### src/rtl/mips_state_dump_if.sv
// mips_state_dump_if: read ports toward the register file / data memory and the dump output stream.
interface mips_state_dump_if #(
    parameter int MEM_AW = 5,
    parameter int DATA_W = 32
);
    logic [4:0]        rf_raddr;
    logic [DATA_W-1:0] rf_rdata;
    logic [MEM_AW-1:0] dm_raddr;
    logic [DATA_W-1:0] dm_rdata;
    logic              out_valid;
    logic              out_ready;
    logic [DATA_W-1:0] out_data;
    logic [1:0]        out_tag;
    logic [7:0]        out_index;
    modport master (
        output rf_raddr, dm_raddr, out_valid, out_data, out_tag, out_index,
        input  rf_rdata, dm_rdata, out_ready
    );
    modport slave (
        input  rf_raddr, dm_raddr, out_valid, out_data, out_tag, out_index,
        output rf_rdata, dm_rdata, out_ready
    );
endinterface

### src/rtl/mips_state_dump.sv
// mips_state_dump: streams register file, then data memory, then a wrapping checksum
// over a valid/ready port.
module mips_state_dump #(
    parameter int N_REGS = 32,
    parameter int N_MEM  = 32,
    parameter int MEM_AW = 5,
    parameter int DATA_W = 32
) (
    input  logic clk,
    input  logic rst,
    input  logic i_start,
    output logic o_busy,
    output logic o_done,
    mips_state_dump_if.master bus
);
    localparam logic [2:0] S_IDLE  = 3'd0;
    localparam logic [2:0] S_REGS  = 3'd1;
    localparam logic [2:0] S_MEM   = 3'd2;
    localparam logic [2:0] S_SUM   = 3'd3;
    localparam logic [2:0] S_DRAIN = 3'd4;
    localparam logic [7:0] L_REG_LAST = 8'(N_REGS - 1);
    localparam logic [7:0] L_MEM_LAST = 8'(N_MEM - 1);

    logic [2:0]        r_state;
    logic [7:0]        r_idx;
    logic [DATA_W-1:0] r_sum;
    logic              r_valid;
    logic [DATA_W-1:0] r_data;
    logic [1:0]        r_tag;
    logic [7:0]        r_index;
    logic              r_busy;
    logic              r_done;
    logic              w_free;
    logic              w_accept;
    logic              w_is_reg;
    logic [DATA_W-1:0] w_word;

    assign w_free   = !r_valid || bus.out_ready;
    assign w_accept = r_valid && bus.out_ready;
    assign w_is_reg = r_state == S_REGS;
    assign w_word   = w_is_reg ? bus.rf_rdata : bus.dm_rdata;

    assign bus.rf_raddr  = w_is_reg ? r_idx[4:0] : '0;
    assign bus.dm_raddr  = (r_state == S_MEM) ? r_idx[MEM_AW-1:0] : '0;
    assign bus.out_valid = r_valid;
    assign bus.out_data  = r_data;
    assign bus.out_tag   = r_tag;
    assign bus.out_index = r_index;
    assign o_busy        = r_busy;
    assign o_done        = r_done;

    always_ff @(posedge clk) begin
        if (rst) begin
            r_state <= S_IDLE;
            r_idx   <= '0;
            r_sum   <= '0;
            r_valid <= 1'b0;
            r_data  <= '0;
            r_tag   <= 2'b00;
            r_index <= '0;
            r_busy  <= 1'b0;
            r_done  <= 1'b0;
        end else begin
            r_done <= 1'b0;
            if (w_accept)
                r_valid <= 1'b0;
            case (r_state)
                S_IDLE: if (i_start) begin
                    r_state <= S_REGS;
                    r_idx   <= '0;
                    r_sum   <= '0;
                    r_busy  <= 1'b1;
                end
                S_REGS, S_MEM: if (w_free) begin
                    r_valid <= 1'b1;
                    r_data  <= w_word;
                    r_tag   <= w_is_reg ? 2'b00 : 2'b01;
                    r_index <= r_idx;
                    r_sum   <= r_sum + w_word;
                    if (w_is_reg && r_idx == L_REG_LAST) begin
                        r_state <= S_MEM;
                        r_idx   <= '0;
                    end else if (!w_is_reg && r_idx == L_MEM_LAST) begin
                        r_state <= S_SUM;
                        r_idx   <= '0;
                    end else begin
                        r_idx <= r_idx + 8'd1;
                    end
                end
                S_SUM: if (w_free) begin
                    r_valid <= 1'b1;
                    r_data  <= r_sum;
                    r_tag   <= 2'b10;
                    r_index <= '0;
                    r_state <= S_DRAIN;
                end
                // Linger in DRAIN through the done cycle so a start coinciding with done is ignored
                S_DRAIN: if (r_done) begin
                    r_state <= S_IDLE;
                end else if (w_accept) begin
                    r_busy <= 1'b0;
                    r_done <= 1'b1;
                end
                default: r_state <= S_IDLE;
            endcase
        end
    end
endmodule

### src/flat_wrapper.sv
// flat-port wrapper written by rule: the top's interface ports become plain ports
module mips_state_dump_flat 
#(
    parameter int N_REGS = 32,
    parameter int N_MEM  = 32,
    parameter int MEM_AW = 5,
    parameter int DATA_W = 32
)
  (clk, rst, i_start, o_busy, o_done, bus_rf_raddr, bus_dm_raddr, bus_out_valid, bus_out_data, bus_out_tag, bus_out_index, bus_rf_rdata, bus_dm_rdata, bus_out_ready);
  mips_state_dump_if #(.MEM_AW(MEM_AW), .DATA_W(DATA_W)) bus_i ();
  input  logic clk;
  input  logic rst;
  input  logic i_start;
  output logic o_busy;
  output logic o_done;
  output wire logic [$bits(bus_i.rf_raddr)-1:0] bus_rf_raddr;
  output wire logic [$bits(bus_i.dm_raddr)-1:0] bus_dm_raddr;
  output wire logic [$bits(bus_i.out_valid)-1:0] bus_out_valid;
  output wire logic [$bits(bus_i.out_data)-1:0] bus_out_data;
  output wire logic [$bits(bus_i.out_tag)-1:0] bus_out_tag;
  output wire logic [$bits(bus_i.out_index)-1:0] bus_out_index;
  input wire logic [$bits(bus_i.rf_rdata)-1:0] bus_rf_rdata;
  input wire logic [$bits(bus_i.dm_rdata)-1:0] bus_dm_rdata;
  input wire logic [$bits(bus_i.out_ready)-1:0] bus_out_ready;
  assign bus_rf_raddr = bus_i.rf_raddr;
  assign bus_dm_raddr = bus_i.dm_raddr;
  assign bus_out_valid = bus_i.out_valid;
  assign bus_out_data = bus_i.out_data;
  assign bus_out_tag = bus_i.out_tag;
  assign bus_out_index = bus_i.out_index;
  assign bus_i.rf_rdata = bus_rf_rdata;
  assign bus_i.dm_rdata = bus_dm_rdata;
  assign bus_i.out_ready = bus_out_ready;
  mips_state_dump #(.N_REGS(N_REGS), .N_MEM(N_MEM), .MEM_AW(MEM_AW), .DATA_W(DATA_W)) u_core (.clk(clk), .rst(rst), .i_start(i_start), .o_busy(o_busy), .o_done(o_done), .bus(bus_i));
endmodule
### config.mk
export PLATFORM = sky130hd
export DESIGN_NAME = mips_state_dump_flat
export DESIGN_NICKNAME = d
export VERILOG_FILES = /design/src/rtl/mips_state_dump_if.sv /design/src/rtl/mips_state_dump.sv /design/src/flat_wrapper.sv
export SDC_FILE = /design/constraint.sdc
export NUM_CORES = 1
export LEC_CHECK = 0
export CAP_MARGIN = 0
export CORE_MARGIN = 2
export CORE_UTILIZATION = 50
export DETAILED_ROUTE_END_ITERATION = 8
export PLACE_DENSITY = 0.79
export SLEW_MARGIN = 20
export SYNTH_ARGS = -nofsm -noshare
export SYNTH_HDL_FRONTEND = slang
export SYNTH_SLANG_ARGS = --single-unit
### constraint.sdc
create_clock -name clk -period 6.2 [get_ports clk]
set_input_delay 1.55 -clock clk [delete_from_list [all_inputs] [get_ports clk]]
set_output_delay 1.55 -clock clk [all_outputs]
set_load 0.005 [all_outputs]
# After elaboration in Yosys (flattened, before gate mapping)
# Cells that the tools add are included.
[op_classes] add_sub_neg=2 eq_ne=12 muxes=36 bitwise_logic=1 n_reduce_logical=17
[ops] op="two-way mux 32 bit" count=5
[ops] op="case mux 32 bit (2 select lines)" count=2
[ops] op="two-way mux 8 bit" count=6
[ops] op="adder 32 bit" count=1
[ops] op="case mux 8 bit (2 select lines)" count=2
[ops] op="two-way mux 3 bit" count=6
[ops] op="case mux 3 bit (4 select lines)" count=1
[ops] op="two-way mux 5 bit" count=2
[ops] op="adder 8 x 1 -> 8 bit (second input constant)" count=1
[ops] op="equality test 8 x 5 -> 1 bit (second input constant)" count=1
[ops] op="two-way mux 1 bit" count=8
[ops] op="!= test 2 x 1 -> 1 bit (second input constant)" count=4
[ops] op="equality test 3 x 2 -> 1 bit (second input constant)" count=2
[ops] op="AND reduction 3 bit" count=2
[ops] op="nonzero test 2 bit" count=3
[ops] op="OR reduction 3 bit" count=2
[ops] op="AND reduction 5 bit" count=1
[ops] op="two-way mux 2 bit" count=2
[ops] op="!= test 2 bit (second input constant)" count=2
[ops] op="case mux 2 bit (2 select lines)" count=1
[ops] op="AND reduction 4 bit" count=1
[ops] op="equality test 3 x 1 -> 1 bit (second input constant)" count=1
[ops] op="equality test 3 bit (second input constant)" count=1
[ops] op="logical AND 1 bit" count=3
[ops] op="7 further kinds" count=8
[totals] ff_bits=88 input_bits=68 elab_cells=77

# Logic depth before layout (Yosys ltp)
# Gate-level depths: netlist of the first run.
[depth] word_depth=7 mapped_depth=15 ltp_nobuf=12

# Least setup slack after synthesis of the first run
# Ideal clock, no wire load.
[synth_path] path_kind="input port to flip-flop" from="input bus_rf_rdata[20]" to="register u_core.r_sum[31]" setup_time_ns=0.073 arrival_time_ns=3.658 required_ns=6.127 setup_slack_ns=2.469 stages=11 n_path_buf=1 cell_sequence="mux2_1 -> ha_1 -> buf_2 -> and3_4 -> nand2_4 -> nor3_2 -> and3_1 -> o41ai_1 -> and3_1 -> or4_4 -> o211ai_2"
[synth_between] elab_chain_cells=4
[synth_lines] element="start, declared" line="flat_wrapper.sv:22" source="input wire logic [$bits(bus_i.rf_rdata)-1:0] bus_rf_rdata;"
[synth_lines] element="two-way mux 32 bit" line="mips_state_dump.sv:41" source="assign w_word = w_is_reg ? bus.rf_rdata : bus.dm_rdata;"
[synth_lines] element="adder 32 bit" line="mips_state_dump.sv:79" source="r_sum <= r_sum + w_word;"
[synth_lines] element="two-way mux 32 bit" line="mips_state_dump.sv:74" source="S_REGS, S_MEM: if (w_free) begin"
[synth_lines] element="case mux 32 bit (2 select lines)" line="mips_state_dump.sv:67" source="case (r_state)"
[synth_lines] element="end signal, assigned" line="mips_state_dump.sv:79"
[synth_lines] element="end, declared" line="mips_state_dump.sv:26" source="logic [DATA_W-1:0] r_sum;"
# No other way between the ends. The select of a mux whose other input is x is not followed.
# A chain may end at the register's enable or synchronous reset.

# Worst setup path after layout of the first run
[layout_path] from="input bus_rf_rdata[4]" to="register u_core.r_sum[31]"
# The elaborated chain is that of the path after synthesis.

==> summary.txt, run 1 <==
status: completed
max-cap violations: 0
fin crit period: 4.203 ns
maximum vdd drop: 0.4093 mV
DPL Wire Length: 11,290 um
Die Y: 111.7 um
EDFF count, synth: 0
total number of vias: 5,525
DR pass1 iterations: 5
hold path depth: 2
Synth cell types: 62
Root Driver: clkbuf_16
Crit path max-delay family: compound AO/OA/AOI/OAI gates
unrepaired setup endpoints after global routing: no
Vias/cell: 5.761
Tot Pwr: 3.507 mW
setup TNS: 0 ns
Slew Viols, Final: 0
# setup viols final: 0
Top FF cell, synth: dfxtp_1
critical-path maximum fanout: 6
setup repair bufs after CTS: 0
worst-margin pin slew: 0.7041 ns
CTS tree: yes
number of DRC markers in iteration 0: 254
final WL: 15,430 um
fillers: 984
Worst Clk Skew: 0.01066 ns
DRC Markers: 0
Synth async-reset ratio: 0
Synth Cell Area: 5801 um^2
Initial Util: 0.5102
Max H-tree Level: 3
clock latency on the worst-skew pair: 0.36 ns
Static Leak: 3.160 nW
Critical Path Max Stage Delay: 0.51 ns
Setup crit start kind: input pin
CTS Buffer Depth: 2
Total Die Area: 12,480 um^2
CP Depth: 11
CP bufs+invs: 1
# hold bufs at CTS: 0
CTS resizes: 0
layout cell share with drive strength beyond 1: 0.05637
WL/cell: 16.08 um
Num CTS Buffers: 9
Final Hold Vio Count: 0
Area Overhead vs Synth: 27.35%
WP data arrival: 4.49 ns
Antenna Nets Post-Route: 0
largest net degree at the start of global routing: 73
routability cong.: 0.9167
Fmax: 237.9 MHz
vias in the first global route: 5,445
Yosys warnings: 0
global route total overflow: 0
Crit Path Class: in2reg
clock-pin slew on the worst setup and hold paths: 0.07 ns
Port Buffers: 122
Worst Path Required: 6.49 ns
Synthesized Nets: 821
Slew headroom: 0.5294
HP Class: reg2reg
Top Ports: 123
Antenna diodes: 0
FF+latch count, synth: 88
CTS Sinks: 88
fin nets: 919
sequential element share of the synthesized area: 0.3037
initial antenna violation count: 0
final worst-path cycle share: 0.6779
GRT Total Usage: 0.2464
R2R depth: 12
Die X: 111.7 um
pwr dens: 474.7 nW/um^2
CP Cell Sequence: clkdlybuf4s50_1 -> mux2_2 -> ha_1 -> a21oi_1 -> o21ai_1 -> o21ai_1 -> nand2_1 -> o41ai_1 -> a21oi_1 -> or4_4 -> o211ai_2
core area: 11,370 um^2
Syn Inst Count: 713
first-pass GRT wire length: 25,690 um
average cell area after synthesis: 8.135 um^2
FP Rows: 39
Critical-path top delay cell: o41ai_1
crit end category: flop
-- cells in the final DEF, fill, tap and decap left out, types with 3 or more instances in the layout --
master,count
nor2b_1,5
inv_1,7
ha_1,39
nor3_1,6
a22oi_1,14
o21ai_0,22
nor3_2,3
nand3_1,23
nand4_1,10
o21a_1,3
clkbuf_16,9
mux2_2,7
xnor2_1,12
mux2i_1,32
nand2_1,95
xor2_1,19
dfxtp_1,88
inv_8,3
buf_4,8
a31oi_1,3
o21bai_1,4
clkdlybuf4s50_1,122
nor2_1,43
a21oi_1,54
a21o_1,13
or3_1,4
and3_1,8
and2_1,42
a211oi_1,6
o21ai_1,45
mux2_1,25
-- state kept, by name, summed over array words and instances, names as in the netlist --
name	flops
u_core.bus.out_data	32
u_core.bus.out_index	8
u_core.bus.out_tag	2
u_core.bus.out_valid	1
u_core.o_busy	1
u_core.o_done	1
u_core.r_idx	8
u_core.r_state	3
u_core.r_sum	32
-- where the power goes --
group	switching, mW	leakage (nW)	internal, mW
sequential	0.167	0.717	0.757
combinational	1.15	2.30	0.896
clock	0.258	0.138	0.283
total	1.57	3.16	1.94
-- logic make-up (layout without fill, tap and decap cells) --
logic type | count (synthesis) | after routing | share of synthesized area
adders and majority gates | 40 | 40 | 0.08758
buffers and inverters | 50 | 153 | 0.03667
muxes | 64 | 64 | 0.1173
and+or+nand+nor | 253 | 253 | 0.2120
xor gates and xnor gates | 31 | 31 | 0.04681
DFF | 88 | 88 | 0.3037
AOI/OAI and AO/OA | 187 | 187 | 0.1959
-- worst paths after layout --
path	to	slack (ns)	startpoint
max reg2reg	u_core.r_sum[31]	2.19	u_core.r_state[0]
max	u_core.r_sum[31]	2.00	bus_rf_rdata[4]
min	u_core.bus.out_index[6]	0.46	u_core.bus.out_index[6]
min reg2reg	u_core.bus.out_index[6]	0.46	u_core.bus.out_index[6]
-- worst register-to-register path: cells and delay by family (launching register included) --
family          cells  cell delay [ns]
compound gates      6             1.30
fa+ha+maj           1             0.39
buf+inv             1             0.33
flops               1             0.62
mux                 1             0.41
simple gates        3             0.88
-- synthesized netlist by cell type (4+ instances only) --
master / n / share of area
nand2_1: 95 / 0.061
dfxtp_1: 88 / 0.30
a21oi_1: 54 / 0.047
o21ai_1: 46 / 0.040
nor2_1: 43 / 0.028
and2_1: 42 / 0.045
ha_1: 39 / 0.084
mux2i_1: 32 / 0.055
mux2_1: 25 / 0.049
clkbuf_1: 24 / 0.016
nand3_1: 23 / 0.020
o21ai_0: 22 / 0.019
xor2_1: 19 / 0.029
buf_2: 16 / 0.014
a22oi_1: 14 / 0.018
a21o_1: 13 / 0.017
xnor2_1: 12 / 0.018
nand4_1: 10 / 0.011
and3_1: 8 / 0.0086
inv_1: 7 / 0.0045
mux2_2: 7 / 0.014
nor3_1: 7 / 0.0060
a211oi_1: 6 / 0.0078
nor2b_1: 5 / 0.0054
o21bai_1: 4 / 0.0052
or3_1: 4 / 0.0043
-- routing by layer --
metal	up-vias	share of wire	track usage
met5	-	0	0
met4	0	0.012	0.06008
met2	163	0.49	0.4376
li1	2725	-	-
met1	2622	0.44	0.3064
met3	15	0.054	0.04954
-- through the flow --
step                cell area [um^2]  utilization  hold WS, ns  cells  worst slack [ns]
floorplan                       5801            -       0.4415    713             2.469
global placement                7091       0.6236       0.4392    943             1.793
detailed placement              7091       0.6236       0.4492    943             1.687
CTS                             7382       0.6493       0.4598    959             2.052
global route                    7387       0.6497       0.4822    959             1.873
finish                          7387       0.6497       0.4576    959             1.997
-- final cells by class --
class,instances,area (um^2),area share
Multi-Input combinational cell,575,3847,0.5208
Sequential cell,88,1762,0.2385
Timing Repair Buffer,130,1281,0.1734
Clock buffer,9,225.2,0.03049
Tap cell,143,178.9,0.02422
Clock inverter,7,66.31,0.008977
Inverter,7,26.28,0.003557
Note: power is estimated with default switching activity, not from simulation.
==> run 2: changes to the inputs <==
CORE_UTILIZATION = 47   (was 50)
PLACE_DENSITY = 0.78   (was 0.79)
clock period = 3.85 ns   (was 6.2 ns; I/O delays follow)
==> summary.txt, run 2 (same netlist as run 1, synthesis figures left out) <==
most common cell after layout, fill and taps aside: clkdlybuf4s50_1
clock latency on the worst-skew pair: 0.36 ns (about the same)
Initial Util: 0.4829 (-0.02726)
DPL Wire Length: 11,960 um (+6.0%)
Antenna Nets Post-Route: 0 (unchanged)
CTS resizes: 0 (unchanged)
DRC Markers: 0 (unchanged)
fin nets: 937 (+2.0%)
Total Die Area: 13,250 um^2 (+6.1%)
fin crit period: 3.470 ns
Area Overhead vs Synth: 29.79%
WL/cell: 16.18 um (+0.62%)
final worst-path cycle share: 0.9014
Critical Path Max Stage Delay: 0.41 ns (-0.10 ns)
Critical R2R Capture: u_core.r_sum[26]
final worst setup slack: 0.3796 ns (-1.617 ns)
metal3 WL: 789 um (-5.8%)
crit end category: flop
number of DRC markers in iteration 0: 279 (+9.8%)
Setup crit start kind: flop
CTS Sinks: 88 (unchanged)
setup repair bufs after CTS: 0 (unchanged)
met2 wire len: 7933 um (+4.3%)
CP most frequent cell: o21ai_1
Top Ports: 123 (unchanged)
pwr dens: 772.1 nW/um^2 (+63%)
clock-pin slew on the worst setup and hold paths: 0.07 ns (about the same)
r2r startpoint: u_core.r_state[2]
Num CTS Buffers: 9 (unchanged)
Placed Cells: 965 (+2.3%)
DP Area: 7256 um^2 (+2.3%)
initial antenna violation count: 0 (unchanged)
commonest non-fill, non-tap cells in the layout: clkdlybuf4s50_1, nand2_1, dfxtp_1
Critical-path top delay cell: fa_1
vias in the first global route: 5,460 (+0.28%)
Fmax: 288.1 MHz
global route total overflow: 0 (unchanged)
CP Cell Sequence: nor3b_2 -> buf_12 -> mux2_2 -> ha_1 -> fa_1 -> nand3_1 -> a211oi_2 -> o21ai_1 -> a21oi_1 -> or3_1 -> nand2_1 -> xor2_1 -> o21ai_1
# setup viols final: 0 (unchanged)
Crit Path Class: reg2reg
maximum vdd drop: 0.3276 mV (-20%)
routability cong.: 0.8873 (-3.2%)
R2R depth: 13 (+1)
total number of vias: 5,566 (+0.74%)
GRT Total Usage: 0.2439 (-0.002489)
Slew Viols, Final: 0 (unchanged)
Worst Clk Skew: 0.008928 ns (-0.001728 ns)
final non-filler cell total: 981 (+2.3%)
worst-margin pin slew: 1.087 ns (+0.3824 ns)
M1 wire length: 6825 um (+0.40%)
status: completed
Die Y: 115.1 um (+3.0%)
Setup crit start: u_core.r_state[2]
final WL: 15,880 um (+2.9%)
critical-path maximum fanout: 19 (+13)
critical path capture point: u_core.r_sum[26]
register area: 1762 um^2 (unchanged)
Die X: 115.1 um (+3.0%)
first-pass GRT wire length: 25,750 um (+0.24%)
core area: 12,010 um^2 (+5.6%)
Design Area, Final: 7528 um^2 (+1.9%)
Vias/cell: 5.674 (-1.5%)
Highest Signal Layer: met4
WP data arrival: 3.72 ns (-0.77 ns)
area of the multi-input gates: 3842 um^2 (-0.13%)
FP Rows: 40 (+2.6%)
Max H-tree Level: 3 (unchanged)
setup TNS: 0 ns (unchanged)
HP Class: reg2reg
# hold bufs at CTS: 0 (unchanged)
CTS tree: yes
Final Hold Vio Count: 0 (unchanged)
worst reg2reg setup slack: 0.38 ns (-1.81 ns)
Worst Path Required: 4.10 ns (-2.39 ns)
layout cell share with drive strength beyond 1: 0.07434 (+0.01797)
max-cap violations: 0 (unchanged)
Static Leak: 3.247 nW (+2.8%)
Port Buffers: 122 (unchanged)
fillers: 1,033 (+5.0%)
DR pass1 iterations: 5 (unchanged)
Antenna diodes: 0 (unchanged)
largest net degree at the start of global routing: 41 (-44%)
unrepaired setup endpoints after global routing: no
Root Driver: clkbuf_16
Post-Place Worst Slack: 0.005575 ns (-1.681 ns)
Slew headroom: 0.2717 (-0.2577)
CTS Buffer Depth: 2 (unchanged)
## run 2: changes by cell type in the layout (fill, tap and decap cells not counted), moves of 2 or more
cell,before,now
inv_8,3,0
buf_4,8,24
clkinv_2,0,2
buf_12,0,2
## run 2: worst min path at each step
stage	slack, ns	start	end	cells past startpoint
after floorplan	0.44	u_core.r_sum[29]	u_core.r_sum[29]	2
after global placement	0.44	u_core.bus.out_index[3]	u_core.bus.out_index[3]	2
after detailed placement	0.45	u_core.bus.out_data[31]	u_core.bus.out_data[31]	2
after CTS	0.46	u_core.bus.out_data[31]	u_core.bus.out_data[31]	2
after global routing	0.48	u_core.bus.out_index[3]	u_core.bus.out_index[3]	2
final	0.46	u_core.bus.out_index[0]	u_core.bus.out_index[0]	2
## run 2: per-stage QoR
stage / hold WS (ns) / util / total power, mW
2_1_floorplan: 0.4415 / - / 3.814
3_3_place_gp: 0.4402 / 0.6041 / 4.830
3_5_place_dp: 0.4494 / 0.6041 / 4.943
4_1_cts: 0.4593 / 0.6268 / 5.805
5_1_grt: 0.4805 / 0.6268 / 6.254
6_report: 0.4570 / 0.6268 / 5.813
## run 2: final cells by class
| cell class | count | share of cell area |
|---|---|---|
| clock inverter | 6 | 0.005817 |
| multi-input combinational | 575 | 0.5104 |
| tap | 147 | 0.02443 |
| clock buffer | 10 | 0.03041 |
| inverter | 7 | 0.003490 |
| sequential | 88 | 0.2340 |
| timing repair buffer | 148 | 0.1915 |
## run 2: worst max-delay path: cells and delay by family, from the launching register on
| family | cells | cell delay [ns] |
|---|---|---|
| fa+ha+maj | 2 | 0.64 |
| compound gates | 4 | 0.55 |
| xor+xnor | 1 | 0.18 |
| flops | 1 | 0.32 |
| buf+inv | 1 | 0.22 |
| simple gates | 4 | 1.06 |
| mux | 1 | 0.37 |
## run 2: routing by layer
metal | vias to the layer above | track usage
met2 | 148 | 0.4353
met4 | 0 | 0.1068
met1 | 2628 | 0.2903
met5 | - | 0
met3 | 25 | 0.03637
li1 | 2765 | -
## run 2: power breakdown
group | total (mW) | switching (mW) | internal, mW
clock network | 0.842 | 0.400 | 0.442
logic | 3.52 | 1.94 | 1.58
registers | 1.45 | 0.233 | 1.22
==> run 3: changes to the inputs <==
CTS_CLUSTER_SIZE = 8   (was not set)
TNS_END_PERCENT = 1   (was not set)
==> results of run 3 <==
No change in the layout: final DEF, timing and power equal those of run 2.
==> edit (settings of run 2) <==
`MEM_AW` is set to 5 in 3 places; all go to 4.
--- a/src/rtl/mips_state_dump_if.sv
+++ b/src/rtl/mips_state_dump_if.sv
@@ -1,6 +1,6 @@
 // mips_state_dump_if: read ports toward the register file / data memory and the dump output stream.
 interface mips_state_dump_if #(
-    parameter int MEM_AW = 5,
+    parameter int MEM_AW = 4,
     parameter int DATA_W = 32
 );
     logic [4:0]        rf_raddr;
--- a/src/rtl/mips_state_dump.sv
+++ b/src/rtl/mips_state_dump.sv
@@ -3,7 +3,7 @@
 module mips_state_dump #(
     parameter int N_REGS = 32,
     parameter int N_MEM  = 32,
-    parameter int MEM_AW = 5,
+    parameter int MEM_AW = 4,
     parameter int DATA_W = 32
 ) (
     input  logic clk,
--- a/src/flat_wrapper.sv
+++ b/src/flat_wrapper.sv
@@ -3,7 +3,7 @@
 #(
     parameter int N_REGS = 32,
     parameter int N_MEM  = 32,
-    parameter int MEM_AW = 5,
+    parameter int MEM_AW = 4,
     parameter int DATA_W = 32
 )
   (clk, rst, i_start, o_busy, o_done, bus_rf_raddr, bus_dm_raddr, bus_out_valid, bus_out_data, bus_out_tag, bus_out_index, bus_rf_rdata, bus_dm_rdata, bus_out_ready);
Ports: changed (resized bus_dm_raddr); port bits go from 123 to 122. The function was not compared with the original's and may differ.
==> edit against run 2 <==
  * Cell area rose by 5.1%
  * Sequential cell count did not move
  * Sequential power fell by 8%
  * Worst setup slack got worse by 150 ps
  * Maximum frequency fell by 4.2%
  * Register-to-register slack got worse by 70 ps
  * Clock power rose by 20%
  * Total power fell by 1.5%
  * Non-clock buffer count rose by 19
  * Synthesized area rose by 2.6%
  * Wire length rose by 2.2%
  * Critical path type is now in -> reg
==> edit: results (changes against run 2) <==
stage,metric,value,unit,change
drt,wl_met1,7.42,mm,+8.7%
global_routing,groute.usage.overall,24.5,%,+0.14 points
layout,layout-drive-gt1-share,12.7,%,+5.3 points
global_routing,grt_pass1_vias,5288,,-3.2%
synth,synthAdderAreaFrac,8.54,%,-0.22 points
power_and_ir_drop,p_leak,3.39,nW,+4.4%
layout,final_nets,977,,+4.3%
critical_path,crit_arrival,3860,ps,+140 ps
global_routing,grt_use_met3,3.17,%,-0.47 points
power_and_ir_drop,ir_drop,0.000320,V,-2.4%
synth,ys_types,54,,-13%
drt,dr.first_iter.drc_count,481,,+72%
global_routing,met1_usage,33.1,%,+4.1 points
drt,wirelength,16.2,mm,+2.2%
synth,synth-xor-area-share,3.24,%,-1.4 points
placement,io_buffer_count,121,,-0.82%
power_and_ir_drop,total_power,5.73,mW,-1.5%
placement,gp_congestion,1.02,,+14%
synth,yosys.area.top_type_share,29.6,%,-0.76 points
critical_path,slowest_delay,480,ps,+70 ps
synth,synth_common_cells,"nand2_1, dfxtp_1, o21ai_0",,
power_and_ir_drop,pwr-share-seq,23.3,%,-1.7 points
power_and_ir_drop,pg_clk,1.01,mW,+20%
outcome,outcome,finished clean,,
power_and_ir_drop,swShare,42.2,%,-2.0 points
global_routing,grt_pass1_wl,26.3,mm,+2.1%
synth,synth_compound_area_share,22.1,%,+2.5 points
drt,wl_met3,778,µm,-1.4%
synth,synth_area_leaders,"dfxtp_1, ha_1, mux2_2, mux2i_1, nand2_1",,
critical_path,path_delay_family,compound AO/OA/AOI/OAI gates,,
synth,syn_nets,840,,+2.3%
drt,vias,5855,,+5.2%
drt,met2_length,7.71,mm,-2.8%
## edit: layout make-up
| class | instances | share of cell area, % |
|---|---|---|
| well taps | 172 | 2.72 |
| clock buffers | 11 | 2.94 |
| inverters | 9 | 0.427 |
| clock inverters | 5 | 1.33 |
| repair buffers | 167 | 19.6 |
| flip-flops and latches | 88 | 22.3 |
| multi-input cells | 594 | 50.7 |
## edit: through the flow
| step | std cells | worst slack, ps | area, µm² |
|---|---|---|---|
| after detailed placement | 1030 | -109 | 7570 |
| after global routing | 1046 | 97.3 | 7910 |
| final | 1046 | 229 | 7910 |
| after CTS | 1046 | 241 | 7910 |
| after floorplan | 732 | 31.7 | 5950 |
| after global placement | 1030 | -55.7 | 7570 |
## edit: final timing paths
path	slack, ps	to	start
min	450	u_core.bus.out_index[1]	u_core.bus.out_index[1]
max reg2reg	310	u_core.r_sum[30]	u_core.r_state[2]
max	230	u_core.r_sum[30]	bus_rf_rdata[0]
min reg2reg	450	u_core.bus.out_index[1]	u_core.bus.out_index[1]
